--- src/rtl/mem_stage_cached.sv ---
// MEM stage with a direct-mapped write-through, no-write-allocate data cache.
// Define MEM_STAGE_PERF_EN to build the HitCount/MissCount counters.
module mem_stage_cached #(
    parameter int DATA_W = 16,
    parameter int ADDR_W = 16,
    parameter int LINES  = 8,
    parameter int WORDS  = 8
) (
    input  logic              clk,
    input  logic              rst,
    input  logic              MemEn,
    input  logic              MemWr,
    input  logic [3:0]        Opcode,
    input  logic [3:0]        WBOpcode,
    input  logic [3:0]        SrcReg,
    input  logic [3:0]        WBRegWrite,
    input  logic [DATA_W-1:0] RegRead,
    input  logic [DATA_W-1:0] WBMemOut,
    input  logic [ADDR_W-1:0] Addr,
    output logic [DATA_W-1:0] MemOut,
    output logic              Stall,
    output logic              MemReq,
    output logic              MemWe,
    output logic [ADDR_W-1:0] MemAddr,
    output logic [DATA_W-1:0] MemWData,
    input  logic              MemBusy,
    input  logic [DATA_W-1:0] MemRdata,
    input  logic              MemRvalid,
    output logic [15:0]       HitCount,
    output logic [15:0]       MissCount
);

    localparam int OFF_W = $clog2(WORDS);
    localparam int IDX_W = $clog2(LINES);
    localparam int TAG_W = ADDR_W - 1 - OFF_W - IDX_W;
    localparam int CNT_W = OFF_W + 1;

    typedef enum logic [1:0] {
        IDLE,
        FILL,
        DONE
    } stateT;

    stateT state;

    logic [DATA_W-1:0] dataArr [LINES*WORDS];
    logic [TAG_W-1:0]  tagArr  [LINES];
    logic [LINES-1:0]  validArr;

    logic [IDX_W-1:0] fillIdx;
    logic [TAG_W-1:0] fillTag;
    logic [CNT_W-1:0] issueCnt;
    logic [CNT_W-1:0] retCnt;

    logic [OFF_W-1:0] addrOff;
    logic [IDX_W-1:0] addrIdx;
    logic [TAG_W-1:0] addrTag;
    logic             unusedBits;

    assign addrOff    = Addr[OFF_W:1];
    assign addrIdx    = Addr[OFF_W+IDX_W:OFF_W+1];
    assign addrTag    = Addr[ADDR_W-1:ADDR_W-TAG_W];
    assign unusedBits = Addr[0];

    logic              hit;
    logic [DATA_W-1:0] cachedWord;
    logic              fwd;
    logic [DATA_W-1:0] storeData;
    logic              isLoad;
    logic              isStore;
    logic              idle;
    logic              loadMiss;
    logic              storeAcc;
    logic              issueOk;
    logic              lastRet;
    logic [ADDR_W-1:0] fillAddr;

    assign hit        = validArr[addrIdx] && (tagArr[addrIdx] == addrTag);
    assign cachedWord = dataArr[{addrIdx, addrOff}];

    // A store reading the register a WB-stage load is about to write.
    assign fwd = (Opcode == 4'b1001) && (WBOpcode == 4'b1000) &&
                 (WBRegWrite == SrcReg) && (WBRegWrite != 4'd0);
    assign storeData = fwd ? WBMemOut : RegRead;
    assign MemWData  = storeData;

    assign isLoad   = MemEn & ~MemWr;
    assign isStore  = MemEn & MemWr;
    assign idle     = (state == IDLE);
    assign loadMiss = idle & isLoad & ~hit;
    assign storeAcc = idle & isStore & ~MemBusy;
    assign issueOk  = (state == FILL) && (issueCnt < CNT_W'(WORDS)) && !MemBusy;
    assign lastRet  = (state == FILL) && MemRvalid && (retCnt == CNT_W'(WORDS - 1));
    assign fillAddr = {fillTag, fillIdx, issueCnt[OFF_W-1:0], 1'b0};

    assign MemOut = (isLoad && hit) ? cachedWord : '0;

    // Gated by rst so that Stall and MemReq drop the moment reset asserts.
    always_comb begin
        MemReq  = 1'b0;
        MemWe   = 1'b0;
        Stall   = 1'b0;
        MemAddr = Addr;
        if (rst) begin
            unique case (state)
                IDLE: begin
                    MemReq = isStore;
                    MemWe  = isStore;
                    Stall  = loadMiss | (isStore & MemBusy);
                end
                FILL: begin
                    MemReq  = issueOk;
                    MemAddr = fillAddr;
                    Stall   = 1'b1;
                end
                DONE: begin
                    Stall = 1'b1;
                end
                default: begin
                    Stall = 1'b0;
                end
            endcase
        end
    end

    always_ff @(posedge clk or negedge rst) begin
        if (!rst) begin
            state    <= IDLE;
            validArr <= '0;
            issueCnt <= '0;
            retCnt   <= '0;
            fillIdx  <= '0;
            fillTag  <= '0;
        end else begin
            unique case (state)
                IDLE: begin
                    if (loadMiss) begin
                        state             <= FILL;
                        fillIdx           <= addrIdx;
                        fillTag           <= addrTag;
                        validArr[addrIdx] <= 1'b0;
                        issueCnt          <= '0;
                        retCnt            <= '0;
                    end
                end
                FILL: begin
                    if (issueOk) begin
                        issueCnt <= issueCnt + 1'b1;
                    end
                    if (MemRvalid) begin
                        retCnt <= retCnt + 1'b1;
                    end
                    if (lastRet) begin
                        validArr[fillIdx] <= 1'b1;
                        state             <= DONE;
                    end
                end
                DONE: begin
                    state <= IDLE;
                end
                default: begin
                    state <= IDLE;
                end
            endcase
        end
    end

    // Line data and tags need no reset; validArr alone qualifies them.
    always_ff @(posedge clk) begin
        if ((state == FILL) && MemRvalid) begin
            dataArr[{fillIdx, retCnt[OFF_W-1:0]}] <= MemRdata;
        end else if (storeAcc && hit) begin
            dataArr[{addrIdx, addrOff}] <= storeData;
        end
        if (lastRet) begin
            tagArr[fillIdx] <= fillTag;
        end
    end

`ifdef MEM_STAGE_PERF_EN
    logic [15:0] hitCnt;
    logic [15:0] missCnt;
    logic        hitEv;

    assign hitEv = idle & MemEn & hit & (~MemWr | ~MemBusy);

    always_ff @(posedge clk or negedge rst) begin
        if (!rst) begin
            hitCnt  <= '0;
            missCnt <= '0;
        end else begin
            if (hitEv && (hitCnt != 16'hFFFF)) begin
                hitCnt <= hitCnt + 16'd1;
            end
            if (loadMiss && (missCnt != 16'hFFFF)) begin
                missCnt <= missCnt + 16'd1;
            end
        end
    end

    assign HitCount  = hitCnt;
    assign MissCount = missCnt;
`else
    assign HitCount  = 16'h0000;
    assign MissCount = 16'h0000;
`endif

endmodule
--- config.mk ---
export PLATFORM = sky130hd
export DESIGN_NAME = mem_stage_cached
export DESIGN_NICKNAME = d
export VERILOG_FILES = /design/src/rtl/mem_stage_cached.sv
export SDC_FILE = /design/constraint.sdc
export NUM_CORES = 1
export LEC_CHECK = 0
export CORE_UTILIZATION = 33
export CTS_CLUSTER_DIAMETER = 200
export CTS_CLUSTER_SIZE = 25
export DETAILED_ROUTE_END_ITERATION = 12
export DONT_BUFFER_PORTS = 1
export SLEW_MARGIN = 0
export SYNTH_ARGS = -nofsm -noshare
export SYNTH_HDL_FRONTEND = slang
export SYNTH_SLANG_ARGS = --single-unit
--- constraint.sdc ---
create_clock -name clk -period 7.9 [get_ports clk]
set_input_delay 2.37 -clock clk [delete_from_list [all_inputs] [get_ports clk]]
set_output_delay 2.37 -clock clk [all_outputs]
set_load 0.03 [all_outputs]
==> metrics, run 1 <==
crit path time final 7.65 ns; share of cells above drive strength 1 29.1%; EDFF count, synth 1096; hold slack 0.542 ns; CP arrival 5.28 ns; CP Capture Type output port; number of global-route vias before repair 21334; # setup viols final 0; Worst Slack Setup Final 0.253 ns; Netlist cell types 66; Max Cap Viol 0; PwrDens 219 nW/um^2; final hold violation count 0; Total Routing Usage GR 16.1%; DRT Pass-1 Iters 5; root buf cell clkbuf_16; min-delay worst type flop to flop; CP Launch Type input port; CTS tree built; Nets 2227; initial core utilization 33.2%; gpl congestion 0.850; ANT cells 0; Die W 371 um; share of flip-flops with an asynchronous set or reset 2.66%; Die H 371 um; synthesized area per cell 21.6 sq um; total grt overflow 0; Clock Latency Late Sink 0.67 ns; Worst Max-Slew Pin Slew 1.29 ns; area delta synth->final 9.31%; synth warn 0; Initial DRC Count 2397; dpl ws 0.588 ns; antenna violations before repair 1; clk sinks 1126; commonest non-fill, non-tap cell in the layout edfxtp_1; # port buffers 0; die area 138000 sq um; Hold-fix buffers, CTS 0; Clock Tree Buf Depth 3; cts bufs inserted 51; period utilization 96.8%; register area share after synthesis 74.8%; FF/Latch Area 33700 sq um; first-pass GRT wire length 158000 um; Slew headroom 13.8%; Max Slew Vio Count 0; CP required 5.53 ns; Post-CTS Resized 0; leak pwr 14.9 nW; #FFs+latches synth 1126; Core Box Area 135000 sq um; status complete, no violations; Final ANT Viol Nets 0; Syn Inst Count 2080; top_reg_cell synth edfxtp_1; wirelength, routed 112000 um; Worst Skew 0.0326 ns; Reg clk slew, reported paths 0.10 ns; Rows 135; Post-CTS Setup Repair Bufs 0; H-tree levels 2; via/cell ratio 5.41; RSZ-0062 raised after global routing no; peak fanout along the critical path 265; Vias 21320; Multi-input gate area 10900 sq um; Fin Setup TNS 0 ns; fmax 131 MHz; highest-count cells in the layout ignoring fill and taps 1096 x edfxtp_1, 315 x mux4_2, 119 x buf_4; drc violations 0; peak supply drop 0.157 mV; fill cell count 12143; io pins 169; Crit Path Category input port to output port; Post-DP HPWL 65300 um; Post-Syn Area 45000 sq um; largest net degree at the start of global routing 266; routed len/inst 28.5 um
-- state kept, by name, summed over array words and instances, names as in the netlist --
register / cells
state: 2
fillTag: 9
dataArr: 1024
tagArr: 72
retCnt: 4
issueCnt: 4
fillIdx: 3
validArr: 8
-- stage by stage --
step                      util (%)  power, W  std cells  instance area, sq um
after detailed placement      35.3   0.00786       3864                 47700
after CTS                     36.3    0.0108       3938                 49200
after global placement        35.3   0.00782       3864                 47700
final                         36.3    0.0107       3938                 49200
after global routing          36.3    0.0111       3938                 49200
after floorplan                  -   0.00761       2111                 45100
-- final timing paths --
path / slack (ns) / endpoint / from / cells after the start
setup / recovery: 0.25 / MemOut[5] / Addr[1] / 8
hold / removal: 0.54 / validArr[1]$_DFFE_PN0P_ / validArr[1]$_DFFE_PN0P_ / 2
setup reg to reg: 3.63 / dataArr[4][7]$_DFFE_PP_ / state[1]$_DFFE_PN0P_ / 8
hold reg to reg: 0.54 / validArr[1]$_DFFE_PN0P_ / validArr[1]$_DFFE_PN0P_ / 2
max in group asynchronous: 6.43 / retCnt[3]$_DFFE_PN0P_ / rst / 0
min in group asynchronous: 1.37 / fillIdx[2]$_DFFE_PN0P_ / rst / 0
-- synthesized netlist by cell type (11+ instances only) --
master / instances / area share [%]
a22oi_1: 18 / 0.30
buf_1: 14 / 0.12
buf_2: 32 / 0.36
buf_4: 36 / 0.60
clkbuf_1: 62 / 0.52
dfrtp_1: 30 / 1.7
edfxtp_1: 1096 / 73
inv_1: 15 / 0.13
mux2_2: 65 / 1.6
mux2i_1: 57 / 1.3
mux4_2: 315 / 16
nand2_1: 43 / 0.36
nand2b_1: 11 / 0.15
nand3_1: 17 / 0.19
nor2_1: 59 / 0.49
nor3_1: 59 / 0.66
o21ai_0: 16 / 0.18
-- metal layers --
layer | part of all wire [%] | wire [um] | vias to the layer above | GRT usage, %
met4 | 2.0 | 2190 | 0 | 3.42
met5 | 0 | 0 | - | 0
met2 | 47 | 52600 | 885 | 25.4
met3 | 9.7 | 10800 | 108 | 4.48
met1 | 41 | 46500 | 11620 | 22.3
li1 | - | - | 8707 | -
-- power by group --
| group | switching (W) | total, W | internal, W |
|---|---|---|---|
| sequential | 0.000120 | 0.00681 | 0.00669 |
| clock | 0.00180 | 0.00301 | 0.00121 |
| combinational | 0.000586 | 0.000925 | 0.000338 |
-- cells by family after synthesis --
family	count (synthesis)	share of synthesized area [%]
other cells	1	0.00834
xor+xnor	11	0.214
flops	1126	74.8
mux	444	18.9
fa+ha+maj	5	0.139
buf+inv	163	1.80
simple gates	232	2.60
compound gates	98	1.53
-- layout make-up --
class,instances,area share (%)
clock buffer,70,2.74
inverter,16,0.122
clock inverter,4,0.173
multi-input combinational,822,22.2
sequential,1126,68.5
timing repair buffer,119,1.82
tap,1781,4.53
-- worst max-delay path, stage by stage --
cell       delay [ns]
mux4_2           0.54
mux4_2           0.28
nor2_1           0.05
a2111oi_0        0.96
buf_4            0.25
o21ai_0          0.16
nor2_1           0.17
buf_4            0.20
Power figures use the tool's default switching activity.
==> inputs of run 2 (changes only) <==
--- a/config.mk
+++ b/config.mk
@@ -10,6 +10,8 @@
 export CTS_CLUSTER_SIZE = 25
 export DETAILED_ROUTE_END_ITERATION = 12
 export DONT_BUFFER_PORTS = 1
+export MAX_ROUTING_LAYER = met4
+export RECOVER_POWER = 50
 export SLEW_MARGIN = 0
 export SYNTH_ARGS = -nofsm -noshare
 export SYNTH_HDL_FRONTEND = slang
==> metrics, run 2 (synthesis gave the netlist of run 1 again) <==
Util after Layout 36.1% (-0.21 points); drc violations 0 (unchanged); gpl congestion 0.863 (+1.6%); min-delay worst type flop to flop; leak pwr 14.7 nW (-1.2%); Core Box Area 135000 sq um (unchanged); Max Slew Vio Count 307 (+307); via/cell ratio 5.46 (+0.92%); biggest regs dataArr (1024), tagArr (72), fillTag (9); Clock Tree Buf Depth 3 (unchanged); Post-CTS Resized 0 (unchanged); Hold-fix buffers, CTS 0 (unchanged); Nets 2227 (unchanged); Rows 135 (unchanged); cts bufs inserted 51 (unchanged); CP arrival 5.22 ns (-0.06 ns); Total Routing Usage GR 16.6% (+0.49 points); Clock Latency Late Sink 0.67 ns (about the same); fill cell count 12213 (+0.58%); overall power 0.0107 W (-0.13%); internal power 0.00823 W (about the same); ANT cells 0 (unchanged); root buf cell clkbuf_16; violated checks capacitance limit, slew limit; Final ANT Viol Nets 0 (unchanged); FF/Latch Area 33700 sq um (unchanged); Reg with most FFs dataArr; peak fanout along the critical path 265 (unchanged); H-tree levels 2 (unchanged); Post-DP HPWL 65300 um (unchanged); Die W 371 um (unchanged); wirelength, routed 112000 um (+0.24%); die area 138000 sq um (unchanged); Vias 21516 (+0.92%); RSZ-0062 raised after global routing no; Max Cap Viol 19 (+19); Largest register FFs 1024 (unchanged); Fin Setup TNS 0 ns (unchanged); Die H 371 um (unchanged); fmax 132 MHz (+0.74%); CP delay by family, top compound AO/OA/AOI/OAI gates; Max stage delay cell, worst path a2111oi_0; CP Launch Type input port; final hold violation count 0 (unchanged); # setup viols final 0 (unchanged); Net Sw Frac 23.3% (-0.052 points); combinational group share of total power 8.5% (about the same); CP required 5.53 ns (about the same); sequential fraction of design power 63.5% (+0.2 points); post-place instance area 47700 sq um (unchanged); CP Capture Type output port; antenna violations before repair 1 (unchanged); Crit path largest cell delay 0.93 ns (-0.03 ns); PwrDens 220 nW/um^2 (+0.46%); initial core utilization 33.2% (unchanged); worst path cell trace mux4_2, mux4_2, nor2_1, a2111oi_0, buf_4, o21ai_0, nor2_1, buf_4; first-pass GRT wire length 158000 um (about the same); Slew headroom -70.9% (-85 points); Reg clk slew, reported paths 0.10 ns (about the same); commonest non-fill, non-tap cell in the layout edfxtp_1; crit path time final 7.59 ns (-0.0563 ns); CTS tree built; period utilization 96.1% (-0.71 points); NetSw 0.00250 W (-0.35%); # port buffers 0 (unchanged); Post-CTS Setup Repair Bufs 0 (unchanged); Worst Max-Slew Pin Slew 2.55 ns (+1.26 ns); number of global-route vias before repair 21338 (+0.019%); Worst Path Buf+Inv 2 (unchanged); io pins 169 (unchanged); total grt overflow 0 (unchanged); status finished with violations; peak supply drop 0.158 mV (+0.87%); Multi-input gate area 10800 sq um (-0.95%); area delta synth->final 8.66%; clk sinks 1126 (unchanged); highest-count cells in the layout ignoring fill and taps 1096 x edfxtp_1, 315 x mux4_2, 62 x buf_4; Clk pwr share 28.1% (about the same); routed len/inst 28.5 um (+0.24%); DRT Pass-1 Iters 7 (+2); Final Instance Area 48900 sq um (-0.59%); Initial DRC Count 2413 (+0.67%); Crit Path Category input port to output port; share of cells above drive strength 1 26.4% (-2.7 points); Worst Skew 0.0298 ns (-0.00284 ns); largest net degree at the start of global routing 266 (unchanged)
==> run 2: path summary, 6_finish.rpt <==
| check | startpoint | end | slack (ns) | cells after the start |
|---|---|---|---|---|
| setup / recovery | Addr[1] | MemOut[5] | 0.31 | 8 |
| hold / removal | validArr[1]$_DFFE_PN0P_ | validArr[1]$_DFFE_PN0P_ | 0.54 | 2 |
| setup reg to reg | tagArr[3][3]$_DFFE_PP_ | dataArr[5][14]$_DFFE_PP_ | 1.73 | 10 |
| hold reg to reg | validArr[1]$_DFFE_PN0P_ | validArr[1]$_DFFE_PN0P_ | 0.54 | 2 |
| max in group asynchronous | rst | retCnt[0]$_DFFE_PN0P_ | 6.43 | 0 |
| min in group asynchronous | rst | fillIdx[1]$_DFFE_PN0P_ | 1.38 | 0 |
==> run 2: tightest hold or removal path, stage by stage, from the launching register on <==
cell	delay, ns
dfrtp_1	0.37
o31ai_1	0.08
o31ai_1	0.07
==> run 2: stage by stage <==
stage               std cells  hold WS, ns  worst slack, ns
finish                   3938        0.542            0.309
global route             3938        0.558            0.143
CTS                      3938        0.535            0.575
detailed placement       3864        0.511            0.588
global placement         3864        0.495            0.633
floorplan                2111        0.459            0.262
==> run 2: power groups by stage <==
| stage | Sequential (W) | Clock, W | Combinational (W) |
|---|---|---|---|
| 2_1_floorplan | 0.00688 | 0 | 0.000733 |
| 3_3_place_gp | 0.00693 | 0 | 0.000893 |
| 3_5_place_dp | 0.00694 | 0 | 0.000916 |
| 4_1_cts | 0.00681 | 0.00308 | 0.000919 |
| 5_1_grt | 0.00683 | 0.00326 | 0.000957 |
| 6_report | 0.00681 | 0.00301 | 0.000908 |
==> run 2: per-layer routing <==
layer	share of wire [%]	GRT usage, %
met4	2.0	3.42
met3	9.7	4.26
met1	41	22.3
met2	47	25.5
met5	0	-
==> run 2: layout make-up <==
class | count | area share, %
clock buffers | 70 | 2.76
clock inverters | 4 | 0.174
inverters | 16 | 0.123
multi-input cells | 822 | 22.1
flip-flops and latches | 1126 | 68.9
well taps | 1781 | 4.56
repair buffers | 119 | 1.45
==> inputs of run 3 (changes only) <==
--- a/config.mk
+++ b/config.mk
@@ -11,7 +11,7 @@
 export DETAILED_ROUTE_END_ITERATION = 12
 export DONT_BUFFER_PORTS = 1
 export MAX_ROUTING_LAYER = met4
-export RECOVER_POWER = 50
+export SETUP_SLACK_MARGIN = 0.15
 export SLEW_MARGIN = 0
 export SYNTH_ARGS = -nofsm -noshare
 export SYNTH_HDL_FRONTEND = slang
==> metrics, run 3 (synthesis gave the netlist of run 1 again) <==
Final ANT Viol Nets 0 (unchanged); sequential fraction of design power 63.3% (-0.2 points); clk sinks 1126 (unchanged); Net Sw Frac 23.3% (+0.057 points); Post-CTS Resized 0 (unchanged); Nets 2227 (unchanged); final hold violation count 0 (unchanged); peak supply drop 0.159 mV (+0.54%); Clk pwr share 28.1% (about the same); Slew headroom 13.2% (+84 points); cts bufs inserted 51 (unchanged); period utilization 96.0% (-0.10 points); largest net degree at the start of global routing 266 (unchanged); internal power 0.00824 W (about the same); # setup viols final 0 (unchanged); status complete, no violations; routed len/inst 28.5 um (-0.11%); commonest non-fill, non-tap cell in the layout edfxtp_1; highest-count cells in the layout ignoring fill and taps 1096 x edfxtp_1, 315 x mux4_2, 119 x buf_4; first-pass GRT wire length 158000 um (unchanged); H-tree levels 2 (unchanged); Clock Latency Late Sink 0.67 ns (about the same); initial core utilization 33.2% (unchanged); total grt overflow 0 (unchanged); leak pwr 14.9 nW (+1.2%); fill cell count 12143 (-0.57%); Fin Setup TNS 0 ns (unchanged); NetSw 0.00251 W (+0.39%); Hold-fix buffers, CTS 0 (unchanged); Worst Skew 0.0263 ns (-0.00351 ns); # port buffers 0 (unchanged); DRT Pass-1 Iters 6 (-1); antenna violations before repair 1 (unchanged); ANT cells 0 (unchanged); Core Box Area 135000 sq um (unchanged); Post-DP HPWL 65300 um (unchanged); Initial DRC Count 2477 (+2.7%); Die H 371 um (unchanged); Crit Path Category input port to output port; gpl congestion 0.863 (unchanged); io pins 169 (unchanged); area delta synth->final 9.31%; CP required 5.53 ns (about the same); Vias 21499 (-0.079%); via/cell ratio 5.46 (about the same); Worst Max-Slew Pin Slew 1.30 ns (-1.25 ns); Reg clk slew, reported paths 0.10 ns (about the same); fmax 132 MHz (+0.11%); Rows 135 (unchanged); CP arrival 5.21 ns (about the same); min-delay worst type flop to flop; PwrDens 219 nW/um^2 (-0.45%); overall power 0.0107 W (+0.14%); share of cells above drive strength 1 29.1% (+2.7 points); Max Cap Viol 0 (-19); crit path time final 7.58 ns (-0.00825 ns); Largest register FFs 1024 (unchanged); wirelength, routed 112000 um (-0.11%); CP Launch Type input port; Post-CTS Setup Repair Bufs 0 (unchanged); biggest regs dataArr (1024), tagArr (72), fillTag (9); root buf cell clkbuf_16; die area 138000 sq um (unchanged); CTS tree built; CP Capture Type output port; peak fanout along the critical path 265 (unchanged); Total Routing Usage GR 16.6% (unchanged); RSZ-0062 raised after global routing no; Max Slew Vio Count 0 (-100%); Clock Tree Buf Depth 3 (unchanged); combinational group share of total power 8.6% (about the same); drc violations 0 (unchanged); Die W 371 um (unchanged); number of global-route vias before repair 21338 (unchanged); Reg with most FFs dataArr
## run 3: cell count changes in the layout (fill, tap and decap cells not counted), sizes merged
cell	before	now
buf	62	119
clkbuf	127	70
## run 3: final cells by class
type | count | area (sq um) | share of cell area (%)
Inverter | 16 | 60.1 | 0.122
Multi-Input combinational cell | 822 | 10900 | 22.2
Timing Repair Buffer | 119 | 893 | 1.82
Clock buffer | 70 | 1350 | 2.74
Sequential cell | 1126 | 33700 | 68.5
Tap cell | 1781 | 2230 | 4.53
Clock inverter | 4 | 85.1 | 0.173
## run 3: critical path, stage by stage
cell and delay [ns]:
mux4_2 0.50, mux4_2 0.28, nor2_1 0.05, a2111oi_0 0.96, buf_4 0.25, o21ai_0 0.15, nor2_1 0.18, buf_4 0.21
## run 3: stage by stage
stage | hold slack, ns | utilization [%] | setup slack, ns | area (sq um) | std cells
final | 0.540 | 36.3 | 0.317 | 49200 | 3938
after global routing | 0.558 | 36.3 | 0.263 | 49200 | 3938
after CTS | 0.535 | 36.3 | 0.575 | 49200 | 3938
after detailed placement | 0.511 | 35.3 | 0.588 | 47700 | 3864
after global placement | 0.495 | 35.3 | 0.633 | 47700 | 3864
after floorplan | 0.459 | - | 0.262 | 45100 | 2111
## run 3: worst paths after layout
check                                   startpoint  cells after the start                      end  slack (ns)
min in group asynchronous                      rst                      0   fillIdx[1]$_DFFE_PN0P_        1.38
max reg2reg                 tagArr[3][2]$_DFFE_PP_                     10  dataArr[6][6]$_DFFE_PP_        3.61
max                                        Addr[1]                      8                MemOut[5]        0.32
max in group asynchronous                      rst                      0    retCnt[0]$_DFFE_PN0P_        6.43
min reg2reg                validArr[1]$_DFFE_PN0P_                      2  validArr[1]$_DFFE_PN0P_        0.54
min                        validArr[1]$_DFFE_PN0P_                      2  validArr[1]$_DFFE_PN0P_        0.54
## run 3: power by group through the flow
stage               Combinational, W  Sequential (W)  Clock (W)
finish                      0.000924         0.00681    0.00302
floorplan                   0.000733         0.00688          0
global placement            0.000893         0.00693          0
CTS                         0.000919         0.00681    0.00308
detailed placement          0.000916         0.00694          0
global route                0.000975         0.00683    0.00326
## run 3: routing by layer
layer	track usage, %	vias to the layer above	wire length [um]	share of wire, %
met2	25.5	956	53000	47
met5	-	-	0	0
li1	-	8716	-	-
met1	22.3	11724	46300	41
met4	3.42	0	2150	1.9
met3	4.26	103	10800	9.6
